===== src/rtl/shear_sort_sequencer.sv =====
// Phase/step scheduler for a ROWS x COLS shear-sort compare-exchange grid.
// Sequences load, alternating row/column odd-even phases, and completion.
module shear_sort_sequencer #(
  parameter int ROWS   = 4,
  parameter int COLS   = 4,
  parameter int ROUNDS = 3,
  localparam int RW    = $clog2(ROUNDS + 1)
) (
  input  logic            clk,
  input  logic            rst_n,
  input  logic            start,
  input  logic            abort,
  input  logic            hold,
  output logic            load_en,
  output logic            cx_en,
  output logic            step_odd,
  output logic            phase_row,
  output logic [ROWS-1:0] row_desc,
  output logic [RW-1:0]   round,
  output logic            busy,
  output logic            ready,
  output logic            done
);

  localparam int SMAX = (ROWS > COLS) ? ROWS : COLS;
  localparam int SW   = $clog2(SMAX);

  localparam logic [SW-1:0] ROW_LAST = SW'(COLS - 1);
  localparam logic [SW-1:0] COL_LAST = SW'(ROWS - 1);
  localparam logic [RW-1:0] RND_LAST = RW'(ROUNDS - 1);

  typedef enum logic [2:0] {
    S_IDLE,
    S_LOAD,
    S_ROW,
    S_COL,
    S_DONE
  } state_t;

  state_t          r_state;
  state_t          w_state_nxt;
  logic [SW-1:0]   r_step;
  logic [SW-1:0]   w_step_nxt;
  logic [RW-1:0]   r_round;
  logic [RW-1:0]   w_round_nxt;
  logic [ROWS-1:0] w_snake;
  logic            w_cx_state;

  always_ff @(posedge clk or negedge rst_n) begin
    if (!rst_n) begin
      r_state <= S_IDLE;
      r_step  <= '0;
      r_round <= '0;
    end else begin
      r_state <= w_state_nxt;
      r_step  <= w_step_nxt;
      r_round <= w_round_nxt;
    end
  end

  always_comb begin
    w_state_nxt = r_state;
    w_step_nxt  = r_step;
    w_round_nxt = r_round;
    case (r_state)
      S_IDLE: begin
        if (start) w_state_nxt = S_LOAD;
      end
      S_LOAD: begin
        if (!hold) begin
          w_state_nxt = S_ROW;
          w_step_nxt  = '0;
          w_round_nxt = '0;
        end
      end
      S_ROW: begin
        if (!hold) begin
          if (r_step == ROW_LAST) begin
            w_step_nxt  = '0;
            w_state_nxt = (r_round == RND_LAST) ? S_DONE : S_COL;
          end else begin
            w_step_nxt = r_step + SW'(1);
          end
        end
      end
      S_COL: begin
        if (!hold) begin
          if (r_step == COL_LAST) begin
            w_step_nxt  = '0;
            w_round_nxt = r_round + RW'(1);
            w_state_nxt = S_ROW;
          end else begin
            w_step_nxt = r_step + SW'(1);
          end
        end
      end
      S_DONE: begin
        w_state_nxt = S_IDLE;
        w_round_nxt = '0;
      end
      default: begin
        w_state_nxt = S_IDLE;
      end
    endcase
    // abort outranks both hold and start
    if (abort) begin
      w_state_nxt = S_IDLE;
      w_step_nxt  = '0;
      w_round_nxt = '0;
    end
  end

  // odd rows sort descending so the grid reads out in snake order
  always_comb begin
    w_snake = '0;
    for (int r = 0; r < ROWS; r++) begin
      w_snake[r] = r[0];
    end
  end

  assign w_cx_state = (r_state == S_ROW) || (r_state == S_COL);

  assign load_en   = (r_state == S_LOAD) && !hold;
  assign cx_en     = w_cx_state && !hold;
  assign step_odd  = w_cx_state && r_step[0];
  assign phase_row = (r_state == S_ROW);
  assign row_desc  = (r_state == S_ROW) ? w_snake : '0;
  assign round     = r_round;
  assign busy      = (r_state != S_IDLE);
  assign ready     = (r_state == S_IDLE);
  assign done      = (r_state == S_DONE);

endmodule


===== config.mk =====
export PLATFORM = sky130hd
export DESIGN_NAME = shear_sort_sequencer
export DESIGN_NICKNAME = d
export VERILOG_FILES = /design/src/rtl/shear_sort_sequencer.sv
export SDC_FILE = /design/constraint.sdc
export NUM_CORES = 1
export LEC_CHECK = 0
export BUFFER_PORTS_ARGS = -buffer_cell sky130_fd_sc_hd__clkbuf_2
export CORE_AREA = 2 2 39 41
export DETAILED_ROUTE_END_ITERATION = 6
export DIE_AREA = 0 0 41 43
export PLACE_DENSITY = 0.6
export SETUP_SLACK_MARGIN = 0.3
export SLEW_MARGIN = 10
export SYNTH_ARGS = -nofsm -noshare
export SYNTH_HDL_FRONTEND = slang
export SYNTH_SLANG_ARGS = --single-unit

===== constraint.sdc =====
create_clock -name clk -period 1.8 [get_ports clk]
set_input_delay 0.09 -clock clk [delete_from_list [all_inputs] [get_ports clk]]
set_output_delay 0.09 -clock clk [all_outputs]
set_load 0.03 [all_outputs]

* Word-level counts from Yosys, hierarchy flattened
Cells that the tools add are included.
** Storage, ports and cells
- Register bits after elaboration :: 7
- Bits in latches :: 0
- Memory bits (writable) :: 0
- Bits in read-only memories :: 0
- Bits of input ports :: 5
- Output and inout bits :: 13
- Word-level logic and storage cells :: 50
- Memories :: 0
** Operators by class
- $add $sub $neg :: 2
- $mul :: 0
- Divide/modulo/power cells :: 0
- Order comparisons :: 0
- Equal/unequal tests :: 13
- Shift-type cells :: 0
- Mux-type cells :: 19
- Bitwise gates (word level) :: 0
- Reduce and logical (&&, ||, !) cells :: 13
** Operators with widths (number)
- 3-bit two-way mux :: 8
- 3-bit inequality test, second input constant :: 6
- 2-bit two-way mux :: 7
- 3-bit case mux with 4 select lines :: 1
- 3-bit by 2-bit equality test with 1-bit output, second input constant :: 2
- 2-bit case mux with 3 select lines :: 1
- 6-bit AND reduction :: 1
- 3-bit nonzero test :: 2
- 2-bit by 1-bit adder with 2-bit output, second input constant :: 2
- 2-bit equality test, second input constant :: 2
- 4-bit two-way mux :: 1
- 2-bit case mux with 2 select lines :: 1
- 4-bit AND reduction :: 1
- 4-bit nonzero test :: 1
- 3-bit by 1-bit equality test with 1-bit output, second input constant :: 1
- 3-bit equality test, second input constant :: 1
- 1-bit logical AND :: 3
- 3-bit zero test :: 1
- 3-bit by 2-bit inequality test with 1-bit output, second input constant :: 1
- 3-bit AND reduction :: 1
- 2-bit OR reduction :: 1
- 1-bit zero test :: 1
- 1-bit logical OR :: 1

* Longest topological paths before layout
- Depth in word-level cells :: 6
- Gate-level depth with buffers :: 5
- Depth with buffers taken out :: 5

* Worst setup path after synthesis
Ideal clock, no wire load.
- Path kind :: register to output
- Start point :: register r_state[1]
- End point :: output port busy
- Arrival time :: 1.623 ns
- Data required time :: 1.710 ns
- Setup slack :: 0.087 ns
- Cell stages (with the launch flop) :: 4
- Path through :: dfrtp_1 buf_6 nor3_1 inv_1
** On the way
- Longest elaborated chain between the ends :: 1
** Ends and longest elaborated chain
- start, declared :: line 40 : state_t r_state;
- start signal, assigned :: line 55 : r_state <= w_state_nxt;
- 3-bit nonzero test :: line 129 : assign busy = (r_state != S_IDLE);
- end, declared :: line 20 : output logic busy,
No other way between the ends.

* Final worst setup path
- Start point :: register r_state[0]
- End point :: output port load_en
** On the way
- Longest elaborated chain between the ends :: 2
** Ends and longest elaborated chain
- 3-bit by 1-bit equality test with 1-bit output :: line 123 : assign load_en = (r_state == S_LOAD) && !hold;
- 1-bit logical AND :: line 123
- end, declared :: line 14 : output logic load_en,
No other way between the ends.

==> results.md <==
- Status: finished, final reports clean
- Top cells by area, synth: dfrtp_1 36%, buf_4 6.2%, nor2_1 5.4%, ha_1 5.1%, nor3_1 4.1%
- Number of global-route vias before repair: 336
- Unrepaired setup endpoints after global routing: no
- Sequential area share after synthesis: 36.0%
- R2R setup slack: 400 ps
- Leak: 0.276 nW
- Slew Limit Fails: 0
- Final setup fails: 0
- Beginning of the worst hold path: abort
- CTS Sinks: 7
- Layout Nets: 75
- Share of Yosys cell area claimed by the top area cell type: 36.0%
- Worst Path Max Fanout: 8
- Largest net degree at the start of global routing: 14
- Reg-to-Reg Start: r_step[0]
- Post-synth top cells: 7 x dfrtp_1, 7 x nor2_1, 4 x buf_4, 4 x inv_1, 4 x nor3_1
- Inserted Diodes: 0
- Mean Syn Cell Area: 9.18 um^2
- Post-route DRC: 0
- Post-Layout Cell Count: 83
- Number of synthesized register bits: 7
- Peak VDD IR: 0.000293 V
- Via/cell ratio: 5.06
- Yosys warning total: 0
- TritonCTS Buffers: 3
- Via Count: 420
- Core Region: 0.00138 mm^2
- Final worst slack: 388 ps
- Area growth syn-to-layout: 21.6%
- Worst hold path class: in -> reg
- GRT Util Overall: 12.0%
- Pwr Total: 0.405 mW
- Synthesized instance count: 53
- Layout cells sized above 1: 43.3%
- Max Cap Violations: 0
- Full die area: 0.00176 mm^2
- Crit path from: r_state[0]
- First-pass GRT wire length: 1410 um
- DRT iter0 DRCs: 4
- PwrDens: 684 mW/mm^2
- Utilization after layout: 42.8%
- Fraction of registers with async set/reset: 100%
- Critical Path RT: 1710 ps
- Hold path cells: 2
- Setup crit start kind: flip-flop
- GRT overflow: 0
- Clock Tree Buf Depth: 2
- Final min period: 1410 ps
- Worst Skew: 0.614 ps
- Cell variety after synth: 26
- Placer Congestion: 0.750
- IO Pins: 18
- # placed instances: 78
- ANT nets after route: 0
- Setup TNS: 0 ps
- Root Driver: clkbuf_4
- Arrival time worst endpoint: 1320 ps
- Port bufs: 15
- Clock Latency Late Sink: 250 ps
- Min-Delay Endpoint: r_state[0]
- Post-synth top area cell: dfrtp_1
- Top FF cell, synth: dfrtp_1
- Reg clk slew, reported paths: 50 ps
- Site row count: 14
- WL/cell: 11.3 um
- Drt pass-1 iters: 3
- Hpwl dp: 700 um
- Final Cell Area: 592 um^2
- Fmax: 708 MHz
- CTS tree: built
- Worst setup EP type: output pin
- Cell area after synthesis: 487 um^2
- Total wire length: 939 um
- Hold slack: 79.4 ps
- Final Hold Viols: 0
- Postcts setup bufs: 0
- Htree depth: 1
- DIE HEIGHT: 43 um
- Starting Density: 35.2%
- Die X: 41 um
- Worst Setup Path Type: reg -> out
- Area of placed instances: 549 um^2
- Antenna violations before repair: 0
- Post-place setup slack: 349 ps
- Reg2reg end: round[1]
- EDFF count, synth: 0
- Reg2Reg Depth: 4
- Tcrit/Tclk final: 78.4%
-- sequential cells by signal (all words and copies together), names as in the netlist --
register and count:
round 2, r_step 2, r_state 3
-- kinds of logic after synthesis --
| group | Yosys count | synth area share, % |
|---|---|---|
| simple gates | 23 | 28.8 |
| buf+inv | 11 | 13.4 |
| compound gates | 8 | 13.9 |
| flops | 7 | 36.0 |
| fa+ha+maj | 2 | 5.14 |
| mux | 1 | 2.06 |
| other cells | 1 | 0.770 |
-- placed cells by master (no fill, tap or decap), types with 2 or more instances in the layout --
master and count:
clkbuf_2 15, nor2_1 6, inv_1 4, dfrtp_2 4, a21oi_1 3, nor3_1 3
clkbuf_4 3, dfrtp_1 3, nor3b_2 2, nand2b_1 2, o31ai_1 2, nand4b_1 2
conb_1 2
-- per-layer routing --
metal | global-route usage, % | vias to the layer above | routed length [um]
met5 | 0 | - | 0
met4 | 8.00 | 0 | 14
met3 | 3.14 | 2 | 49
met2 | 15.3 | 14 | 430
met1 | 17.0 | 195 | 443
li1 | - | 209 | -
-- power by group --
group	switching, mW	internal (mW)
sequential	0.0123	0.163
combinational	0.0591	0.0278
clock	0.0580	0.0846
total	0.129	0.275
-- what timing repair did --
item | in CTS | in global routing
endpoints found under the setup margin | 1 | 8
resized for setup | 1 | 3
hold endpoints to repair | 7 | 0
hold buffers | 1 | 0
-- critical path, cell delays in order, from the launching register on --
cell and delay [ps]:
dfrtp_2 450, and2b_1 230, nor3b_2 180, clkbuf_2 220
-- how the worst max path moves through the flow --
| stage | endpoint | slack [ps] | cells after the start |
|---|---|---|---|
| 6_report | load_en | 390 | 3 |
| 5_1_grt | load_en | 310 | 3 |
| 2_1_floorplan | r_state[0] | 360 | 5 |
| 3_5_place_dp | round[1] | 350 | 4 |
| 4_1_cts | row_desc[3] | 320 | 3 |
| 3_3_place_gp | round[1] | 370 | 4 |
-- area by class of cell --
cell class	instances	area, um^2
Inverter	4	15.0
Fill cell	148	792
Tap cell	16	20.0
Timing Repair Buffer	16	85.1
Sequential cell	7	180
Clock buffer	4	26.3
Multi-Input combinational cell	36	265
No activity file was read; power rests on OpenSTA's default activity.
